## config.mk

```make
export PLATFORM = sky130hd
export DESIGN_NAME = itf_wr_fetch
export DESIGN_NICKNAME = d
export VERILOG_FILES = /design/src/rtl/itf_pkg.sv /design/src/rtl/itf_ring_credit.sv /design/src/rtl/itf_wr_fetch.sv
export SDC_FILE = /design/constraint.sdc
export NUM_CORES = 1
export LEC_CHECK = 0
export BUFFER_PORTS_ARGS = -buffer_cell sky130_fd_sc_hd__buf_4
export CAP_MARGIN = 20
export CORE_AREA = 4 4 250 252
export CTS_BUF_LIST = sky130_fd_sc_hd__clkbuf_8
export CTS_CLUSTER_SIZE = 28
export DETAILED_ROUTE_END_ITERATION = 8
export DIE_AREA = 0 0 254 256
export HOLD_SLACK_MARGIN = 0.05
export PLACE_DENSITY_LB_ADDON = 0.15
export SETUP_SLACK_MARGIN = 0.1
export SYNTH_ARGS = -nofsm -noshare
export SYNTH_HDL_FRONTEND = slang
export SYNTH_SLANG_ARGS = --single-unit
```

## constraint.sdc

```tcl
create_clock -name clk -period 7.86 [get_ports clk]
set_input_delay 1.179 -clock clk [delete_from_list [all_inputs] [get_ports clk]]
set_output_delay 1.179 -clock clk [all_outputs]
set_load 0.01 [all_outputs]
```

## src/rtl/itf_pkg.sv

```systemverilog
// itf_pkg: shared types for the off-chip interface write-fetch slice.
// Holds the fetch FSM state encoding and the Occupancy width helper.
package itf_pkg;

    typedef enum logic [1:0] {
        IDLE,
        REQ,
        RECV,
        DONE
    } itfState_t;

    // Occupancy must represent RING_DEPTH itself, one bit above an address.
    function automatic int occWidth(input int addrWidth);
        return addrWidth + 1;
    endfunction

endpackage

```

## src/rtl/itf_ring_credit.sv

```systemverilog
// itf_ring_credit: ring write pointer and occupancy/free-space tracker.
// Ports: clk, rst_n (sync, active-high), clr (restart pointer), wrEn,
//   relNum (consumer release), wrPtr, occupancy, freeWords, clampErr.
module itf_ring_credit
    import itf_pkg::*;
#(
    parameter int ADDR_WIDTH = 16,
    parameter int RING_DEPTH = 512,
    parameter int REL_WIDTH  = 4,
    localparam int PW = $clog2(RING_DEPTH),
    localparam int OW = occWidth(ADDR_WIDTH)
) (
    input  logic                 clk,
    input  logic                 rst_n,
    input  logic                 clr,
    input  logic                 wrEn,
    input  logic [REL_WIDTH-1:0] relNum,
    output logic [PW-1:0]        wrPtr,
    output logic [OW-1:0]        occupancy,
    output logic [OW-1:0]        freeWords,
    output logic                 clampErr
);

    logic [OW-1:0] depth;
    logic [OW-1:0] sum;
    logic [OW-1:0] relExt;
    logic [OW-1:0] occNext;

    always_comb begin
        depth    = OW'(RING_DEPTH);
        sum      = occupancy + OW'(wrEn);
        relExt   = OW'(relNum);
        // Over-release empties the ring rather than wrapping the count.
        clampErr = relExt > sum;
        occNext  = clampErr ? '0 : sum - relExt;
        // Overfull (extra beats) must read as no space, not a huge value.
        freeWords = (occupancy >= depth) ? '0 : depth - occupancy;
    end

    always_ff @(posedge clk) begin
        if (rst_n) begin
            wrPtr     <= '0;
            occupancy <= '0;
        end else begin
            occupancy <= occNext;
            if (clr) begin
                wrPtr <= '0;
            end else if (wrEn) begin
                wrPtr <= wrPtr + PW'(1);
            end
        end
    end

endmodule

```

## src/rtl/itf_wr_fetch.sv

```systemverilog
// itf_wr_fetch: per-write-port DRAM fetch controller feeding a GLB ring.
// Ports: CCUITF_* job config, TOPITF_* request/ready, ITFTOP_* beats,
//   SRAM_* bank write, CONS_Release, Occupancy, Done, Err.
module itf_wr_fetch
    import itf_pkg::*;
#(
    parameter int SRAM_WIDTH = 256,
    parameter int ADDR_WIDTH = 16,
    parameter int RING_DEPTH = 512,
    parameter int BURST_MAX  = 64,
    parameter int REL_WIDTH  = 4
) (
    input  logic                  clk,
    input  logic                  rst_n,
    input  logic                  CCUITF_Start,
    input  logic [ADDR_WIDTH-1:0] CCUITF_NumWord,
    input  logic [ADDR_WIDTH-1:0] CCUITF_SramBase,
    input  logic [ADDR_WIDTH-1:0] CCUITF_DramOff,
    output logic                  TOPITF_EmptyFull,
    output logic [ADDR_WIDTH-1:0] TOPITF_ReqNum,
    output logic [ADDR_WIDTH-1:0] TOPITF_Addr,
    input  logic [SRAM_WIDTH-1:0] ITFTOP_Dat,
    input  logic                  ITFTOP_DatVld,
    input  logic                  ITFTOP_DatLast,
    output logic                  TOPITF_DatRdy,
    output logic                  SRAM_WrEn,
    output logic [ADDR_WIDTH-1:0] SRAM_WrAddr,
    output logic [SRAM_WIDTH-1:0] SRAM_WrDat,
    input  logic                  SRAM_WrRdy,
    input  logic [REL_WIDTH-1:0]  CONS_Release,
    output logic [ADDR_WIDTH:0]   Occupancy,
    output logic                  Done,
    output logic                  Err
);

    localparam int PW = $clog2(RING_DEPTH);
    localparam int OW = occWidth(ADDR_WIDTH);

    itfState_t state;
    itfState_t stateNext;

    logic [ADDR_WIDTH-1:0] remain;
    logic [ADDR_WIDTH-1:0] nextOff;
    logic [ADDR_WIDTH-1:0] sramBase;
    logic [ADDR_WIDTH-1:0] reqReg;
    logic [ADDR_WIDTH-1:0] granted;
    logic [ADDR_WIDTH-1:0] beatCnt;
    logic                  err;

    logic [PW-1:0] wrPtr;
    logic [OW-1:0] freeWords;
    logic          clampErr;

    logic                  inReq;
    logic                  inRecv;
    logic                  reqLive;
    logic                  startOk;
    logic                  acc;
    logic                  lastAcc;
    logic                  cntErr;
    logic                  errSet;
    logic [ADDR_WIDTH-1:0] burstNum;
    logic [ADDR_WIDTH-1:0] cntNext;
    logic [ADDR_WIDTH-1:0] remainAfter;
    logic [ADDR_WIDTH-1:0] reqCalc;
    logic [OW-1:0]         lim;

    itf_ring_credit #(
        .ADDR_WIDTH(ADDR_WIDTH),
        .RING_DEPTH(RING_DEPTH),
        .REL_WIDTH (REL_WIDTH)
    ) uRing (
        .clk      (clk),
        .rst_n    (rst_n),
        .clr      (startOk),
        .wrEn     (acc),
        .relNum   (CONS_Release),
        .wrPtr    (wrPtr),
        .occupancy(Occupancy),
        .freeWords(freeWords),
        .clampErr (clampErr)
    );

    always_comb begin
        inReq         = state == REQ;
        inRecv        = state == RECV;
        reqLive       = inReq && (reqReg != '0);
        startOk       = CCUITF_Start && (state == IDLE);
        TOPITF_DatRdy = (reqLive || inRecv) && SRAM_WrRdy;
        acc           = ITFTOP_DatVld && TOPITF_DatRdy;
        lastAcc       = acc && ITFTOP_DatLast;
        // The grant beat arrives in REQ, before granted is loaded.
        burstNum      = inReq ? reqReg : granted;
        cntNext       = inReq ? ADDR_WIDTH'(1) : beatCnt + ADDR_WIDTH'(1);
        remainAfter   = remain - burstNum;
        cntErr        = lastAcc ? (cntNext != burstNum)
                                : (acc && (cntNext > burstNum));
        errSet        = clampErr || cntErr ||
                        (CCUITF_Start && (state != IDLE));
        lim = freeWords;
        if (OW'(remain) < lim) begin
            lim = OW'(remain);
        end
        if (OW'(BURST_MAX) < lim) begin
            lim = OW'(BURST_MAX);
        end
        reqCalc = ADDR_WIDTH'(lim);
    end

    always_comb begin
        stateNext = state;
        unique case (state)
            IDLE: begin
                if (CCUITF_Start) begin
                    stateNext = (CCUITF_NumWord == '0) ? DONE : REQ;
                end
            end
            REQ, RECV: begin
                if (lastAcc) begin
                    stateNext = (remainAfter == '0) ? DONE : REQ;
                end else if (acc) begin
                    stateNext = RECV;
                end
            end
            DONE: stateNext = IDLE;
            default: stateNext = IDLE;
        endcase
    end

    always_ff @(posedge clk) begin
        if (rst_n) begin
            state <= IDLE;
        end else begin
            state <= stateNext;
        end
    end

    always_ff @(posedge clk) begin
        if (rst_n) begin
            remain   <= '0;
            nextOff  <= '0;
            sramBase <= '0;
            reqReg   <= '0;
            granted  <= '0;
            beatCnt  <= '0;
            err      <= 1'b0;
        end else begin
            err <= (err && !startOk) || errSet;
            if (startOk) begin
                remain   <= CCUITF_NumWord;
                nextOff  <= CCUITF_DramOff;
                sramBase <= CCUITF_SramBase;
                reqReg   <= '0;
                granted  <= '0;
                beatCnt  <= '0;
            end else begin
                // Size is taken once, then held until the grant beat.
                if (inReq && !reqLive) begin
                    reqReg <= reqCalc;
                end
                if (acc) begin
                    beatCnt <= cntNext;
                    if (inReq) begin
                        granted <= reqReg;
                    end
                end
                if (lastAcc) begin
                    remain  <= remainAfter;
                    nextOff <= nextOff + burstNum;
                    reqReg  <= '0;
                end
            end
        end
    end

    assign TOPITF_ReqNum    = inReq ? reqReg : '0;
    assign TOPITF_Addr      = inReq ? nextOff : '0;
    assign TOPITF_EmptyFull = reqLive && (Occupancy == '0);
    assign SRAM_WrEn        = acc;
    assign SRAM_WrAddr      = sramBase + ADDR_WIDTH'(wrPtr);
    assign SRAM_WrDat       = acc ? ITFTOP_Dat : '0;
    assign Done             = state == DONE;
    assign Err              = err;

endmodule

```

Yosys cells after proc, flatten, opt, wreduce, memory -nomap -nowiden
Index checks and enable logic that the tools add are counted.

word-level totals
  input port bits = 314
  bits in registers = 125
  logic and storage cells = 76
  output and inout bits = 326

operators by class
  equality and inequality tests = 6
  order comparisons = 5
  reduce and logical (&&, ||, !) cells = 28
  mux-type cells = 19
  add/sub/neg operators = 8

operators with widths
  kind                    count
  $mux 256                1
  $mux 16                 9
  $mux 17                 2
  $logic_not 16->1        2
  $add 17x1->17           1
  $ge 17x10->1 const B    1
  $gt 4x17->1             1
  $logic_not 17->1        1
  $lt 16x17->1            1
  $lt 7x17->1 const A     1
  $sub 10x17->17 const A  1
  $sub 17x4->17           1
  $add 16x1->16 const B   1
  $add 16x16->16          1
  $add 16x9->16           1
  $gt 16x16->1            1
  $ne 16x16->1            1
  $reduce_bool 16->1      1
  $sub 16x16->16          1
  $logic_and 1x1->1       10
  $mux 2                  5
  $add 9x1->9 const B     1
  $pmux 2 s3              1
  $reduce_or 2->1         3
  other kinds (11)        17

Logic depth before layout (Yosys ltp)
  depth in word-level cells = 10
  depth in mapped cells = 23
  depth with buffers taken out = 18

Hierarchy
A second synthesis with hierarchy kept.

unflattened totals
  cell total of the unflattened synthesis = 1508
  area total of the unflattened synthesis = 11068.1 µm²

by module, submodules not included
  module           cells an instance  area an instance (µm²)  seq. area each (µm²)  times used
  itf_wr_fetch     1262               9062.4                  1981.9                1
  itf_ring_credit  246                2005.7                  520.5                 1

Worst setup path after synthesis
OpenSTA, ideal clock, no wires.

  path type = input port to flip-flop
  start = in ITFTOP_DatVld
  end = reg uRing.occupancy[11]
  setup time = 0.117 ns
  slack = 2.669 ns
  buffers on the path = 6
  arrival = 5.074 ns
  data required time = 7.743 ns
  cell stages on the path = 21
  cell sequence = nand2_1 a21o_1 buf_6 inv_4 clkbuf_1 buf_1 clkbuf_1 ha_1 ha_1 ha_1 nor2b_1 o21ai_0 a21oi_1 nor3b_1 nand3_1 nor2_1 and3_1 or2_2 buf_2 buf_2 nor2_1

on the way
  longest elaborated chain between the ends = 4
  elaborated cells on any way between the ends = 5
  those cells by class = 2 x add/sub; 1 x order compare; 2 x reduce/logical

ends and longest elaborated chain
  item                              line                   RTL
  start, declared                   itf_wr_fetch.sv:23     input logic ITFTOP_DatVld,
  $logic_and 1x1->1 (*)             itf_wr_fetch.sv:90     acc = ITFTOP_DatVld && TOPITF_DatRdy;
  via SRAM_WrEn                     itf_wr_fetch.sv:26     output logic SRAM_WrEn,
  $add 17x1->17 (*)                 itf_ring_credit.sv:31  sum = occupancy + OW'(wrEn);
  $gt 4x17->1                       itf_ring_credit.sv:34  clampErr = relExt > sum;
  $reduce_or 2->1 (no source line)  n/a
  end signal, assigned              itf_ring_credit.sv:45  occupancy <= occNext;
  end, declared                     itf_ring_credit.sv:19  output logic [OW-1:0] occupancy,

The timed path passes the listed nets; every way through them passes the cells marked *.
A chain may end at the register's enable or synchronous reset.

Final worst setup path
  start = reg state[1]
  end = out SRAM_WrDat[227]

on the way
  longest elaborated chain between the ends = 6
  elaborated cells on any way between the ends = 7
  those cells by class = 2 x eq/ne; 1 x mux; 4 x reduce/logical

ends and longest elaborated chain
  item                    line                 RTL
  start, declared         itf_wr_fetch.sv:39   itfState_t state;
  start signal, assigned  itf_wr_fetch.sv:134  state <= stateNext;
  $eq 2x1->1              itf_wr_fetch.sv:85   inReq = state == REQ;
  $logic_and 1x1->1       itf_wr_fetch.sv:87   reqLive = inReq && (reqReg != '0);
  $logic_or 1x1->1 (*)    itf_wr_fetch.sv:89   TOPITF_DatRdy = (reqLive || inRecv) && SRAM_WrRdy;
  $logic_and 1x1->1 (*)   itf_wr_fetch.sv:89
  $logic_and 1x1->1 (*)   itf_wr_fetch.sv:90
  $mux 256 (*)            itf_wr_fetch.sv:181  assign SRAM_WrDat = acc ? ITFTOP_Dat : '0;
  end, declared           itf_wr_fetch.sv:28   output logic [SRAM_WIDTH-1:0] SRAM_WrDat,

Mark *: on every way between the ends. The rest lies on a longest branch, timed or not.

==> summary.md <==
| Metric | Value |
|---|---|
| I/O Pins | `between 600 and 700` |
| Detail-routed via count per cell | `4.607` |
| Max layer used | `met4` |
| CP startpoint kind | `register` |
| DPL Wire Length | `79220 microns` |
| Setup crit end kind | `output port` |
| Worst hold slack | `465.5 ps` |
| CP required | `roughly 6700 ps` |
| Placer Congestion | `1.033` |
| CTS tree | `yes` |
| H-tree depth | `4` |
| Row count | `90` |
| Met1 wire length | `32800 microns` |
| Most frequent cells in the layout | `buf_4, and2_1, nand2_1` |
| Mapped Area | `0.01072 sq mm` |
| Ys Warns | `0` |
| Initial antenna violation count | `91` |
| TritonCTS Buffers | `17` |
| Async set-reset flop share out of synthesis | `0%` |
| Clock root cell | `clkbuf_8` |
| Skew-Pair Late Insertion Delay | `500 ps` |
| Simple-Gate Fraction of Synth Area | `37.99%` |
| Tcrit/Tclk final | `roughly 76%` |
| Cell count after synthesis | `between 1000 and 1500` |
| DRC | `0` |
| XOR/XNOR Fraction of Synth Area | `6.619%` |
| Fin area | `0.01668 sq mm` |
| Full die area | `0.06502 sq mm` |
| Post-synthesis compound-gate area fraction | `16.19%` |
| Synth Register Bits | `125` |
| EDFF count, synth | `0` |
| Mux cell area share after synthesis | `0.3969%` |
| Worst-path clk slew | `90 ps` |
| Initial DRC count | `759` |
| DIE HEIGHT | `about 260 microns` |
| Synth unique cells | `63` |
| Slew margin rel. | `between 30% and 40%` |
| Largest net degree at the start of global routing | `104` |
| Max_cap viols | `0` |
| Final ANT Viol Nets | `0` |
| Worst slew pin tran | `996.9 ps` |
| Vias | `approximately 13000` |
| First-pass GRT wire length | `116900 microns` |
| Final setup viols | `0` |
| Initial Utilization | `17.82%` |
| Final hold vios | `0` |
| Leak | `7.874 nW` |
| Post-Layout Cell Count | `2882` |
| Total power | `approximately 0.0035 W` |
| Minimum clock period | `6007 ps` |
| Setup bufs post-CTS | `0` |
| # nets final | `between 2000 and 2500` |
| Hold WC Path Type | `register to register` |
| Peak supply drop | `around 97 uV` |
| Share of layout cells above drive strength 1 | `33.70%` |
| Clk buf depth | `2` |
| GR Overflow Total | `0` |
| Fin Setup TNS | `0 ps` |
| CP max FO | `103` |
| WL met3 | `around 4600 microns` |
| CP Class | `register to output port` |
| # fillers | `6648` |
| PortBufs | `about 640` |
| Max Clk Rate | `166.5 MHz` |
| # hold bufs at CTS | `0` |
| Post-Syn Area per Cell | `7.217 sq um` |
| P per Cell Area | `211.7 mW/mm^2` |
| Largest family of logic cells by synthesized area | `simple AND/OR/NAND/NOR gates` |
| Seq/Total Area, Yosys | `a little under a quarter` |
| WL met2 | `49350 microns` |
| Drt pass-1 iters | `5` |
| RSZ-0062 raised after global routing | `no` |
| Wire per inst | `31.00 microns` |
| CP Data Arrival Time | `4830 ps` |
| Total track usage | `26.56%` |
| DP Area | `around 0.016 sq mm` |
| Dpl cells | `~2800` |
| Clk_skew | `14.08 ps` |
| Total Routed Length | `89350 microns` |
| Most common cell after layout, fill and taps aside | `buf_4` |
| Max-slew violations | `0` |
| Die width | `between 200 and 300 microns` |
| Core area | `0.06013 sq mm` |
| Adder-cell share of the synthesized area | `between 10% and 20%` |
| CTS resizes | `0` |
| Number of global-route vias before repair | `13200` |
| Area Growth Syn to Fin | `55.65%` |
| Status | `finished, final reports clean` |
| Clock sink total | `125` |
| Ys flop type | `dfxtp_1` |
## per-layer routing
layer / vias to the layer above / track usage (%)
li1: 6239 / -
met1: 6239 / 29.12
met2: 615 / 51.90
met3: 185 / 4.237
met4: 0 / 7.574
met5: - / 0
## power by group
| group | switching, W | leakage [nW] | internal, W |
|---|---|---|---|
| sequential | 0.000171 | 1.02 | 0.000733 |
| clock | 0.000337 | 0.186 | 0.000237 |
| combinational | 0.00120 | 6.67 | 0.000857 |
| total | 0.00170 | 7.87 | 0.00183 |
## final cells by class
type / instances / area (sq um) / area share [%]
Inverter: 53 / 203.9 / 1.223
Antenna cell: 11 / 27.53 / 0.1650
Tap cell: 782 / 978.4 / 5.865
Clock buffer: 18 / 247.7 / 1.485
Clock inverter: 14 / 121.4 / 0.7275
Sequential cell: 125 / 2502 / 15.00
Multi-Input combinational cell: 1225 / 7691 / 46.10
Timing Repair Buffer: 654 / 4910 / 29.43
## per-stage QoR
step           setup slack (ps)  util (%)
3_3_place_gp               2198     27.08
6_report                   1853     27.74
2_1_floorplan              2669         -
5_1_grt                    1422     27.73
3_5_place_dp               2103     27.08
4_1_cts                    1757     27.70
## logic make-up (layout without fill, tap and decap cells)
| logic type | Yosys count | after routing |
|---|---|---|
| buf+inv | 137 | 739 |
| compound gates | 272 | 272 |
| other cells | 1 | 14 |
| fa+ha+maj | 87 | 87 |
| xor+xnor | 81 | 81 |
| flops | 125 | 125 |
| simple gates | 778 | 778 |
| mux | 4 | 4 |
## worst paths after layout
kind | startpoint | endpoint | slack (ps) | cells past startpoint
setup / recovery | state[1] | SRAM_WrDat[227] | 1850 | 10
hold / removal | sramBase[7] | sramBase[7] | 470 | 2
setup reg to reg | reqReg[15] | uRing.occupancy[16] | 2040 | 16
hold reg to reg | sramBase[7] | sramBase[7] | 470 | 2
## cell usage after synthesis (3+ instances only)
cell,count,area (sq um)
or3_1,22,137.6
o41ai_2,3,48.80
o211ai_1,9,67.56
clkbuf_1,73,274.0
o21ai_0,51,255.2
buf_2,8,40.04
and2_1,299,1871
a21boi_0,4,30.03
a311oi_1,15,131.4
a21oi_1,105,525.5
fa_1,4,80.08
nor3b_1,3,22.52
nor3_1,26,130.1
and4_1,6,52.55
a211oi_1,23,172.7
inv_1,50,187.7
o21a_1,13,97.59
nor4_1,10,62.56
nand3_1,33,165.2
or2_2,3,18.77
and3_1,11,68.82
or4_1,5,37.54
a31oi_1,5,31.28
nand4_1,20,125.1
o31ai_1,8,60.06
xnor2_1,50,437.9
nand2b_1,6,37.54
o31a_1,6,52.55
ha_1,83,1039
nor2_1,138,518.0
a21o_1,10,75.07
nor2b_1,18,112.6
xor2_1,31,271.5
nand2_1,171,641.9
dfxtp_1,125,2502
## worst max-delay path: stages, from the launching register on
cell and delay, ps:
dfxtp_1 350, inv_1 90, ha_1 150, buf_4 430
o41ai_2 220, a21o_1 510, inv_6 600, buf_4 650
buf_4 710, and2_1 230, buf_4 200
## state kept, by name (all words and copies together), names as in the netlist, 9 cells and up
name and count:
beatCnt 16, sramBase 16, uRing.occupancy 17, granted 16, remain 16, reqReg 16
uRing.wrPtr 9, nextOff 16
Power figures use the tool's default switching activity.
